<file path="config.mk">
export PLATFORM = sky130hd
export DESIGN_NAME = writeback_queue
export DESIGN_NICKNAME = d
export VERILOG_FILES = /design/src/rtl/writeback_queue.sv
export SDC_FILE = /design/constraint.sdc
export NUM_CORES = 1
export LEC_CHECK = 0
export ABC_AREA = 1
export CAP_MARGIN = 20
export CORE_MARGIN = 2
export CORE_UTILIZATION = 28
export CTS_CLUSTER_DIAMETER = 80
export CTS_CLUSTER_SIZE = 10
export DETAILED_ROUTE_END_ITERATION = 10
export PLACE_DENSITY_LB_ADDON = 0.12
export SETUP_SLACK_MARGIN = 0.3
export SLEW_MARGIN = 10
export SYNTH_ARGS = -nofsm -noshare
export SYNTH_HDL_FRONTEND = slang
export SYNTH_SLANG_ARGS = --single-unit
</file>
<file path="constraint.sdc">
create_clock -name clk -period 4 [get_ports clk]
set_input_delay 1 -clock clk [delete_from_list [all_inputs] [get_ports clk]]
set_output_delay 1 -clock clk [all_outputs]
set_load 0.01 [all_outputs]
</file>
<file path="src/rtl/writeback_queue.sv">
// Writeback queue: merges ALU and load results into a DEPTH-entry FIFO that
// drains one entry per cycle into the register-file write port.
module writeback_queue #(
    parameter int unsigned DEPTH = 4
) (
    input  logic                       clk,
    input  logic                       rst_n,
    input  logic                       alu_valid,
    input  logic [2:0]                 alu_reg,
    input  logic [15:0]                alu_data,
    output logic                       alu_ready,
    input  logic                       mem_valid,
    input  logic [2:0]                 mem_reg,
    input  logic [15:0]                mem_data,
    output logic                       mem_ready,
    output logic                       wr_en,
    output logic [2:0]                 wr_reg,
    output logic [15:0]                wr_data,
    output logic [7:0]                 pend_mask,
    output logic [$clog2(DEPTH):0]     count
);

    localparam int unsigned PW = $clog2(DEPTH);
    localparam int unsigned CW = PW + 1;
    localparam int unsigned RW = 3;
    localparam int unsigned DW = 16;

    logic [RW-1:0] reg_mem  [DEPTH];
    logic [DW-1:0] data_mem [DEPTH];

    logic [CW-1:0] count_q, count_d;
    logic [PW-1:0] rd_ptr_q, rd_ptr_d;
    logic [PW-1:0] wr_ptr_q, wr_ptr_d;
    logic          fav_q, fav_d;       // 0 = ALU favoured, 1 = MEM favoured

    logic          pop;
    logic          full;
    logic          alu_acc, mem_acc, both_acc;
    logic          first_en, second_en;
    logic [RW-1:0] first_reg, second_reg;
    logic [DW-1:0] first_data, second_data;
    logic [7:0]    pend;

    // With a guaranteed pop whenever non-empty, only a full queue leaves a single free slot.
    assign pop       = (count_q != '0);
    assign full      = (count_q == CW'(DEPTH));
    assign alu_ready = !full || !mem_valid || !fav_q;
    assign mem_ready = !full || !alu_valid ||  fav_q;
    assign alu_acc   = alu_valid && alu_ready;
    assign mem_acc   = mem_valid && mem_ready;
    assign both_acc  = alu_acc && mem_acc;

    // Enqueue ordering: favoured source lands first on a dual accept.
    always_comb begin
        first_en    = alu_acc || mem_acc;
        second_en   = both_acc;
        first_reg   = alu_reg;
        first_data  = alu_data;
        second_reg  = mem_reg;
        second_data = mem_data;
        if ((both_acc && fav_q) || (!alu_acc && mem_acc)) begin
            first_reg   = mem_reg;
            first_data  = mem_data;
            second_reg  = alu_reg;
            second_data = alu_data;
        end
    end

    always_comb begin
        count_d  = count_q + CW'(alu_acc) + CW'(mem_acc) - CW'(pop);
        rd_ptr_d = pop ? rd_ptr_q + PW'(1) : rd_ptr_q;
        wr_ptr_d = wr_ptr_q + PW'(alu_acc) + PW'(mem_acc);
        fav_d    = (alu_valid && mem_valid) ? !fav_q : fav_q;
    end

    always_ff @(posedge clk or negedge rst_n) begin
        if (!rst_n) begin
            count_q  <= '0;
            rd_ptr_q <= '0;
            wr_ptr_q <= '0;
            fav_q    <= 1'b0;
        end else begin
            count_q  <= count_d;
            rd_ptr_q <= rd_ptr_d;
            wr_ptr_q <= wr_ptr_d;
            fav_q    <= fav_d;
        end
    end

    // Payload storage needs no reset: occupancy alone qualifies every read.
    always_ff @(posedge clk) begin
        if (first_en) begin
            reg_mem[wr_ptr_q]  <= first_reg;
            data_mem[wr_ptr_q] <= first_data;
        end
        if (second_en) begin
            reg_mem[wr_ptr_q + PW'(1)]  <= second_reg;
            data_mem[wr_ptr_q + PW'(1)] <= second_data;
        end
    end

    always_comb begin
        pend = '0;
        for (int unsigned i = 0; i < DEPTH; i++) begin
            if (CW'(i) < count_q) begin
                pend[reg_mem[rd_ptr_q + PW'(i)]] = 1'b1;
            end
        end
    end

    assign wr_en     = pop;
    assign wr_reg    = pop ? reg_mem[rd_ptr_q]  : '0;
    assign wr_data   = pop ? data_mem[rd_ptr_q] : '0;
    assign pend_mask = pend;
    assign count     = count_q;

endmodule
</file>
==> impl_metrics.yaml <==
power_and_ir_drop:
  powerDensity_nw_per_um2: 847
  leakage_uw: 0.00256
  p_total_uw: 5680
  ir_drop_v: 0.000282
clocking:
  cts.repair.resized: 0
  cts_buffers: 9
  clk_pin_slew_ps: 60
  clk_path_buf_depth: 2
  numClockSinks: 84
  cts_max_level: 3
  cts_setup_buffers: 0
  clk_latency_ps: 340
  ctsHoldBuffers: 0
  cts_tree: "built"
  root_buffer: "clkbuf_16"
setup_path:
  cpMostUsedCell: "nand2_1"
  crit_path_end_kind: "output port"
  cp.arrival_ps: 2510
  worst-path-max-fanout: 26
  critPathSlowestCell: "clkdlybuf4s50_1"
  startpoint_type: "flip-flop"
  critPathRequiredTime_ps: 3000
  critPathKind: "flip-flop to output port"
  slowest_delay_ps: 530
  crit_chain: "buf_4 -> nand2_1 -> nand2_2 -> nand2_1 -> o21ai_2 -> and2_1 -> nand2_1 -> nand3_1 -> clkdlybuf4s50_1"
logic_synthesis:
  syn_inst: 703
  ys_seq_elements: 84
  ys_types: 27
  synth_area_um2: 5440
  syn-num-nets: 751
  syn_avg_cell_area_um2: 7.73
  synth_seq_area_share: 0.457
  yosys_warnings: 0
placement:
  gp_congestion: 0.804
  post_dp_cell_area_um2: 6380
  io_buffers: 74
  place_hpwl_um: 9670
sta:
  fin_tns_setup_ps: 0
  worst_pin_slew_ps: 856
  relSlewSlack: 0.427
  max_freq_mhz: 285
  fin_skew_ps: 8.00
  fin_crit_ps: 3510
  post-route-period-util: 0.877
  hold_viol_final: 0
  final-setup-viol-count: 0
  drv_slew: 0
  rsz0062_at_grt: "no"
floorplanning:
  coreArea_um2: 18900
  design.portCount: 75
  die_w_um: 143
  row_count: 50
  die_h_um: 143
  dieArea_um2: 20500
  initial_core_util: 0.288
drt:
  drt_wl_total_um: 15000
  via_per_inst: 4.72
  ant_nets: 0
  via_count: 4830
  first_pass_iters: 5
  drt_first_iter_violations: 214
  drc_errors: 0
  wire_per_inst_um: 14.6
cells_and_area:
  area_delta_synth_final_pct: 23.3
  fillCellCount: 1949
  final_cell_area_um2: 6700
  layout_common_cells: "227 x nand2_1, 112 x o21ai_0, 93 x nand3_1, 76 x edfxtp_1, 74 x clkdlybuf4s50_1"
  final_common_cell: "nand2_1"
  layout-drive-gt1-share: 0.0746
  fin_nets: 807
  antenna_cells: 0
grt:
  busiest_layer: "met2"
  use_met2: 0.255
  grt_pass1_vias: 4538
  grt_pass1_wl_um: 23800
  use_met1: 0.197
  grt.overflow.total: 0
  antenna_found_initial: 0
  gr-usage-met3: 0.0237
  grt_max_degree: 53
  gr-usage-all-layers: 0.152
hold_path:
  hold_path_class: "flip-flop to flip-flop"
outcome:
  outcome: "finished clean"
flow_run:
  drv_cap: 0
## kinds of logic after synthesis
logic type / Yosys count / synth area share
compound gates: 140 / 0.144
fa+ha+maj: 6 / 0.0180
flops: 84 / 0.457
simple gates: 372 / 0.287
buf+inv: 97 / 0.0879
xor+xnor: 4 / 0.00645
## registers in the layout, indices dropped and copies added, names as in the netlist
register and cells:
count 3, data_mem 64, fav_q 1, rd_ptr_q 2, reg_mem 12, wr_ptr_q 2
## worst max-delay path, delay by kind of cell, from the launching register on
kind                   cells  cell delay, ps
flip-flops                 1             390
buffers and inverters      2             810
AO/OA/AOI/OAI              1             130
AND/OR/NAND/NOR            6             800
## report_power, final
part | leakage (uW) | switching (uW) | internal (uW)
sequential | 0.000799 | 118 | 1410
clock | 0.000157 | 344 | 545
combinational | 0.00160 | 2010 | 1250
total | 0.00256 | 2470 | 3200
## cell type report
class / instances / area [um2] / area share
tap: 260 / 325 / 0.0486
inverter: 52 / 198 / 0.0295
timing repair buffer: 90 / 873 / 0.130
sequential: 84 / 2480 / 0.371
clock inverter: 7 / 91.3 / 0.0136
multi-input combinational: 522 / 2500 / 0.374
clock buffer: 9 / 225 / 0.0336
## metrics by stage
stage | util | setup slack (ps) | hold slack, ps | instances
6_report | 0.355 | 492 | 517 | 1024
5_1_grt | 0.355 | 314 | 559 | 1024
4_1_cts | 0.355 | 476 | 519 | 1024
3_5_place_dp | 0.338 | 744 | 507 | 1008
3_3_place_gp | 0.338 | 811 | 504 | 1008
2_1_floorplan | - | 1290 | 483 | 703
## layer usage
layer / vias up / wire (um)
met2: 138 / 7150
li1: 2495 / -
met5: - / 0
met4: 0 / 272
met1: 2175 / 6790
met3: 22 / 779
## synthesized netlist by cell type
master / count / area, um2
inv_1: 48 / 180
o21ai_1: 5 / 25.0
buf_6: 7 / 78.8
buf_4: 10 / 75.1
and2_1: 1 / 6.26
inv_2: 3 / 11.3
a41oi_1: 16 / 140
nand3_2: 2 / 20.0
buf_2: 17 / 85.1
o21bai_1: 4 / 30.0
nor2_1: 37 / 139
clkbuf_1: 11 / 41.3
nand4_1: 4 / 25.0
edfxtp_1: 76 / 2280
o21ai_0: 112 / 561
nand3_1: 93 / 465
xor2_1: 3 / 26.3
fa_1: 3 / 60.1
inv_4: 1 / 6.26
nand2_1: 228 / 856
o21ai_2: 3 / 26.3
xnor2_1: 1 / 8.76
dfrtp_1: 8 / 200
nand2_2: 5 / 31.3
nor2_2: 1 / 6.26
ha_1: 3 / 37.5
nand2_4: 1 / 11.3
## final timing paths
path	startpoint	to	slack [ps]	depth (start not counted)
hold reg to reg	wr_ptr_q[1]	wr_ptr_q[1]	520	1
max in group asynchronous	rst_n	rd_ptr_q[0]	2720	1
hold / removal	wr_ptr_q[1]	wr_ptr_q[1]	520	1
min in group asynchronous	rst_n	fav_q	960	1
setup / recovery	rd_ptr_q[0]	pend_mask[4]	490	9
setup reg to reg	count[1]	count[1]	1850	9
(Power assumes the default switching activity.)
